<file path="src/rtl/rv_core_mc.sv">
// Multi-cycle RV32I-subset core: fetches over a valid/ready port, executes in one cycle,
// and stops on EBREAK or an illegal instruction. A debug tap mirrors every register write.
module rv_core_mc #(
   parameter int          NREG     = 32,
   parameter logic [31:0] RESET_PC = 32'h8000_0000
) (
   input  logic        clk,
   input  logic        rst,
   output logic        imem_req_valid,
   input  logic        imem_req_ready,
   output logic [31:0] imem_addr,
   input  logic        imem_rsp_valid,
   input  logic [31:0] imem_rsp_data,
   output logic [31:0] pc,
   output logic        halt,
   output logic        illegal,
   output logic        dbg_wen,
   output logic [4:0]  dbg_waddr,
   output logic [31:0] dbg_wdata
);
   localparam int AW = (NREG == 16) ? 4 : 5;

   localparam logic [1:0] ST_FETCH = 2'd0;
   localparam logic [1:0] ST_WAIT  = 2'd1;
   localparam logic [1:0] ST_EXEC  = 2'd2;
   localparam logic [1:0] ST_HALT  = 2'd3;

   localparam logic [6:0] OP_IMM = 7'h13;
   localparam logic [6:0] OP_REG = 7'h33;
   localparam logic [6:0] OP_LUI = 7'h37;
   localparam logic [6:0] OP_AUI = 7'h17;
   localparam logic [6:0] OP_JAL = 7'h6F;
   localparam logic [6:0] OP_JLR = 7'h67;
   localparam logic [6:0] OP_SYS = 7'h73;

   logic [1:0]  state_reg;
   logic [31:0] pc_reg;
   logic [31:0] instr_reg;
   logic        halt_reg;
   logic        illegal_reg;
   logic        dbg_wen_reg;
   logic [4:0]  dbg_waddr_reg;
   logic [31:0] dbg_wdata_reg;

   logic [31:0] regs [NREG];

   logic [6:0]  opcode;
   logic [4:0]  rd;
   logic [4:0]  rs1;
   logic [4:0]  rs2;
   logic [2:0]  funct3;
   logic [6:0]  funct7;
   logic [31:0] imm_i;
   logic [31:0] imm_u;
   logic [31:0] imm_j;
   logic [31:0] rs1_val;
   logic [31:0] rs2_val;
   logic [31:0] pc_plus4;
   logic [31:0] jalr_sum;

   logic        legal;
   logic        writes_rd;
   logic        uses_rs1;
   logic        uses_rs2;
   logic        is_ebreak;
   logic        is_jump;
   logic [31:0] wb_data;
   logic [31:0] next_pc;
   logic        rf_we;

   assign opcode = instr_reg[6:0];
   assign rd     = instr_reg[11:7];
   assign funct3 = instr_reg[14:12];
   assign rs1    = instr_reg[19:15];
   assign rs2    = instr_reg[24:20];
   assign funct7 = instr_reg[31:25];

   assign imm_i = {{20{instr_reg[31]}}, instr_reg[31:20]};
   assign imm_u = {instr_reg[31:12], 12'h000};
   assign imm_j = {{12{instr_reg[31]}}, instr_reg[19:12], instr_reg[20], instr_reg[30:21], 1'b0};

   assign rs1_val  = (rs1 == 5'd0) ? 32'd0 : regs[rs1[AW-1:0]];
   assign rs2_val  = (rs2 == 5'd0) ? 32'd0 : regs[rs2[AW-1:0]];
   assign pc_plus4 = pc_reg + 32'd4;
   assign jalr_sum = rs1_val + imm_i;

   always_comb begin
      legal     = 1'b0;
      writes_rd = 1'b0;
      uses_rs1  = 1'b0;
      uses_rs2  = 1'b0;
      is_ebreak = 1'b0;
      is_jump   = 1'b0;
      wb_data   = 32'd0;
      next_pc   = pc_plus4;
      case (opcode)
         OP_IMM: begin
            legal     = 1'b1;
            writes_rd = 1'b1;
            uses_rs1  = 1'b1;
            case (funct3)
               3'b000:  wb_data = rs1_val + imm_i;
               3'b010:  wb_data = {31'd0, ($signed(rs1_val) < $signed(imm_i))};
               3'b100:  wb_data = rs1_val ^ imm_i;
               3'b110:  wb_data = rs1_val | imm_i;
               3'b111:  wb_data = rs1_val & imm_i;
               default: legal = 1'b0;
            endcase
         end
         OP_REG: begin
            legal     = 1'b1;
            writes_rd = 1'b1;
            uses_rs1  = 1'b1;
            uses_rs2  = 1'b1;
            if (funct7 == 7'h00) begin
               case (funct3)
                  3'b000:  wb_data = rs1_val + rs2_val;
                  3'b100:  wb_data = rs1_val ^ rs2_val;
                  3'b110:  wb_data = rs1_val | rs2_val;
                  3'b111:  wb_data = rs1_val & rs2_val;
                  default: legal = 1'b0;
               endcase
            end else if (funct7 == 7'h20 && funct3 == 3'b000) begin
               wb_data = rs1_val - rs2_val;
            end else begin
               legal = 1'b0;
            end
         end
         OP_LUI: begin
            legal     = 1'b1;
            writes_rd = 1'b1;
            wb_data   = imm_u;
         end
         OP_AUI: begin
            legal     = 1'b1;
            writes_rd = 1'b1;
            wb_data   = pc_reg + imm_u;
         end
         OP_JAL: begin
            legal     = 1'b1;
            writes_rd = 1'b1;
            is_jump   = 1'b1;
            wb_data   = pc_plus4;
            next_pc   = pc_reg + imm_j;
         end
         OP_JLR: begin
            legal     = (funct3 == 3'b000);
            writes_rd = 1'b1;
            uses_rs1  = 1'b1;
            is_jump   = 1'b1;
            wb_data   = pc_plus4;
            next_pc   = jalr_sum & ~32'd1;
         end
         OP_SYS: begin
            legal     = (instr_reg == 32'h0010_0073);
            is_ebreak = legal;
         end
         default: legal = 1'b0;
      endcase
      // RV32E: only fields the format actually uses are range-checked
      if (NREG == 16 && ((uses_rs1 && rs1[4]) || (uses_rs2 && rs2[4]) || (writes_rd && rd[4])))
         legal = 1'b0;
      if (is_jump && next_pc[1])
         legal = 1'b0;
   end

   assign rf_we = (state_reg == ST_EXEC) && legal && writes_rd && (rd != 5'd0);

   // Register contents survive reset; only the write port is gated by the FSM.
   always_ff @(posedge clk) begin
      if (rf_we)
         regs[rd[AW-1:0]] <= wb_data;
   end

   always_ff @(posedge clk or posedge rst) begin
      if (rst) begin
         state_reg     <= ST_FETCH;
         pc_reg        <= RESET_PC;
         instr_reg     <= 32'd0;
         halt_reg      <= 1'b0;
         illegal_reg   <= 1'b0;
         dbg_wen_reg   <= 1'b0;
         dbg_waddr_reg <= 5'd0;
         dbg_wdata_reg <= 32'd0;
      end else begin
         dbg_wen_reg <= rf_we;
         if (rf_we) begin
            dbg_waddr_reg <= rd;
            dbg_wdata_reg <= wb_data;
         end
         case (state_reg)
            ST_FETCH: if (imem_req_ready) state_reg <= ST_WAIT;
            ST_WAIT: begin
               if (imem_rsp_valid) begin
                  instr_reg <= imem_rsp_data;
                  state_reg <= ST_EXEC;
               end
            end
            ST_EXEC: begin
               if (!legal) begin
                  halt_reg    <= 1'b1;
                  illegal_reg <= 1'b1;
                  state_reg   <= ST_HALT;
               end else if (is_ebreak) begin
                  halt_reg  <= 1'b1;
                  state_reg <= ST_HALT;
               end else begin
                  pc_reg    <= next_pc;
                  state_reg <= ST_FETCH;
               end
            end
            default: state_reg <= ST_HALT;
         endcase
      end
   end

   assign imem_req_valid = (state_reg == ST_FETCH);
   assign imem_addr      = pc_reg;
   assign pc             = pc_reg;
   assign halt           = halt_reg;
   assign illegal        = illegal_reg;
   assign dbg_wen        = dbg_wen_reg;
   assign dbg_waddr      = dbg_waddr_reg;
   assign dbg_wdata      = dbg_wdata_reg;
endmodule

</file>
<file path="config.mk">
export PLATFORM = sky130hd
export DESIGN_NAME = rv_core_mc
export DESIGN_NICKNAME = d
export VERILOG_FILES = /design/src/rtl/rv_core_mc.sv
export SDC_FILE = /design/constraint.sdc
export NUM_CORES = 2
export LEC_CHECK = 0
export BUFFER_PORTS_ARGS = -buffer_cell sky130_fd_sc_hd__buf_4
export CORE_MARGIN = 2
export CORE_UTILIZATION = 55
export DETAILED_ROUTE_END_ITERATION = 8
export PLACE_DENSITY = 0.78
export SLEW_MARGIN = 0
export SYNTH_ARGS = -nofsm -noshare
export SYNTH_HDL_FRONTEND = slang
export SYNTH_SLANG_ARGS = --single-unit
</file>
<file path="constraint.sdc">
create_clock -name clk -period 8.38 [get_ports clk]
set_input_delay 0 -clock clk [delete_from_list [all_inputs] [get_ports clk]]
set_output_delay 0 -clock clk [all_outputs]
set_load 0.1 [all_outputs]
</file>
==> summary.txt <==
Layout
  – NumNets Final: 5252
  – Non-filler cells, final: 6652
  – Number of fill cells in the layout: 8453
  – Max FFs per register: 1024
  – Most common cell after layout, fill and taps aside: edfxtp_1
  – Area occupied by multi-input gates: 30200 um2
  – Ant. Diodes: 0
  – Most frequent cells in the layout: edfxtp_1, mux4_2, nand2_1
  – Register area: 33400 um2
  – Final Cell Area: 73400 um2
  – Area Growth Syn to Fin: 12.3%
  – Share of cells above drive strength 1: 24.8%

Worst setup path
  – Worst stage delay on the critical path: 1020 ps
  – Crit path cell chain: buf_4 > mux4_2 > mux4_2 > mux2_2 > and2_1 > ha_1 > inv_1 > o31ai_1 > o31a_1 > a221oi_1 > o41ai_2 > a211oi_2 > buf_4 > nor4_1 > nor2_1 > o211ai_1 > or3b_1
  – Arr. time, crit path: 7920 ps
  – Startpoint Class: register
  – CP max-delay cell: dfrtp_4
  – Crit path kind: register to register
  – Endpoint class of the critical path: register
  – Max Fanout on Critical Path: 41
  – Worst Path Required: 8740 ps

Synth
  – Async SR Flop Fraction: 9.30%
  – Post-synth EDFFs: 1024
  – Post-synthesis cell type count: 117
  – Mapped Cells: 4847
  – Synth Flop Type: edfxtp_1
  – Register area share after synthesis: 51.0%
  – #FFs+latches synth: 1129
  – Mean Syn Cell Area: 13.5 um2
  – Mapped cell area: 65400 um2
  – Yosys warns: 0

Power
  – Pwr dens: 158 nW/um2
  – Worst vdd ir: 0.191 mV
  – Flop pwr share: 52.3%
  – NetSw: 2.38 mW
  – Sw frac: 20.6%
  – Clock power share: 46.9%
  – LEAKAGE: 22.2 nW
  – Tot Pwr: 11.6 mW
  – Combinational share of power: 0.7%
  – Int Pwr: 9.20 mW

Placement
  – DP HPWL: 152000 um
  – DP Cell Count: 6386
  – DP Area: 69000 um2
  – GP Congestion: 1.00
  – Port Buffers: 138

Clock tree
  – Clock Path Buffers: 3
  – Clk Latency, worst-skew pair: 770 ps
  – Post-cts resize count: 0
  – TritonCTS buffer count: 112
  – Clk sinks: 1129
  – CTS root buffer: clkbuf_16
  – Post-CTS Setup Bufs: 0
  – Clock transition at the registers of the reported paths: 70 ps
  – CTS tree: built
  – Hold_buf cts: 53
  – H-tree Lvls: 3

Detailed routing
  – TritonRoute pass-1 iters: 6
  – Detailed Route WL: 236000 um
  – WL/cell: 35.5 um
  – Initial drt markers: 8278
  – Final ANT Viol Nets: 0
  – Vias per cell: 7.42
  – Via count: 49400
  – DRC viols: 0

Floorplan
  – Overall die height: 349 um
  – Initial Utilization: 55.4%
  – Die W: 349 um
  – # rows: 126
  – Die footprint: 122000 um2
  – IO Pins: 141
  – Core Region: 118000 um2

Global route
  – Pin count of the biggest net entering global routing: 97
  – Antenna violations before repair: 8
  – First-pass GRT wire length: 336000 um
  – Gr usage total: 38.5%
  – GRT overflow: 0
  – Number of global-route vias before repair: 47900

Timing
  – Final hold slack: 7.62 ps
  – Max Fclk: 132 MHz
  – Worst Tran Pin Value: 1420 ps
  – Setup TNS: 0 ps
  – Final setup fails: 0
  – RSZ-0062 raised after global routing: no
  – Clk_skew: 52.6 ps
  – Pins Over Slew Limit: 0
  – Period utilisation layout: 90.2%
  – Post-layout min period: 7560 ps
  – Slew margin rel.: 5.65%
  – Hold Fails Final Rpt: 0

Status
  – Status: completed

Flow run
  – Maxcap violations: 0

Worst hold path
  – Worst min path class: input port to register
[per-layer routing]
metal	vias to the layer above	GRT usage [%]	part of all wire [%]
met5	-	0	0.018
met4	6	22.4	7.2
met3	1004	11.2	15
met2	4549	59.1	45
met1	24200	48.8	33
li1	19600	-	-
[critical path, delay by kind of cell (launching register included)]
| family | cells | cell delay, ps |
|---|---|---|
| simple gates | 4 | 1620 |
| buf+inv | 3 | 780 |
| fa+ha+maj | 1 | 440 |
| compound gates | 6 | 1810 |
| flops | 1 | 1020 |
| mux | 3 | 1420 |
[cell type report]
| cell class | count | area share (%) |
|---|---|---|
| Tap cell | 1536 | 2.62 |
| Multi-Input combinational cell | 3251 | 41.2 |
| Clock buffer | 122 | 3.92 |
| Inverter | 150 | 0.777 |
| Sequential cell | 1129 | 45.5 |
| Timing Repair Buffer | 373 | 4.56 |
| Clock inverter | 91 | 1.47 |
[final timing paths]
kind                       slack (ps)  cells after the start       endpoint              start
setup / recovery                  820                     17   regs[10][30]      instr_reg[15]
hold / removal                      8                      3  instr_reg[14]  imem_rsp_data[14]
setup reg to reg                  820                     17   regs[10][30]      instr_reg[15]
hold reg to reg                   480                      1           halt               halt
max in group asynchronous        6490                      5  instr_reg[22]                rst
min in group asynchronous         510                      4  instr_reg[25]                rst
[stage by stage]
step	setup slack, ps	util (%)
after detailed placement	1070	58.5
after floorplan	766	-
final	817	62.3
after global placement	1120	58.5
after global routing	473	62.3
after CTS	889	62.3
[power by group through the flow]
| stage | Combinational [mW] | Clock (mW) | Sequential (mW) |
|---|---|---|---|
| after floorplan | 0.0321 | 0 | 6.18 |
| after global placement | 0.0603 | 0 | 6.18 |
| after detailed placement | 0.0611 | 0 | 6.18 |
| after CTS | 0.0813 | 5.45 | 6.06 |
| after global routing | 0.0889 | 5.65 | 6.06 |
| final | 0.0848 | 5.44 | 6.06 |
[cells in the mapped netlist (34+ instances only)]
cell type,number,area [um2]
edfxtp_1,1024,30700
mux4_2,493,11100
nand2_1,381,1430
nor2_1,306,1150
a21oi_1,304,1520
clkbuf_1,200,751
ha_1,197,2460
o21ai_0,177,886
inv_1,145,544
mux2i_1,134,1340
mux2_2,114,1280
dfrtp_1,104,2600
nand3_1,92,460
xnor2_1,80,701
buf_4,50,375
nor3_1,50,250
buf_1,49,184
a21o_1,48,360
a22oi_1,45,338
and3_1,45,282
a211oi_1,43,323
o22ai_1,42,263
xor2_1,40,350
a31oi_1,36,225
buf_2,35,175
and2_1,34,213
[cell families after synthesis]
kind of cell / Yosys count / synth area share (%)
and+or+nand+nor: 1098 / 7.81
adders and majority gates: 199 / 3.83
xor gates and xnor gates: 120 / 1.61
muxes: 754 / 21.5
DFF: 1129 / 51.0
AOI/OAI and AO/OA: 1046 / 10.8
other: 1 / 0.00574
buffers and inverters: 500 / 3.47
Power figures use the tool's default switching activity.
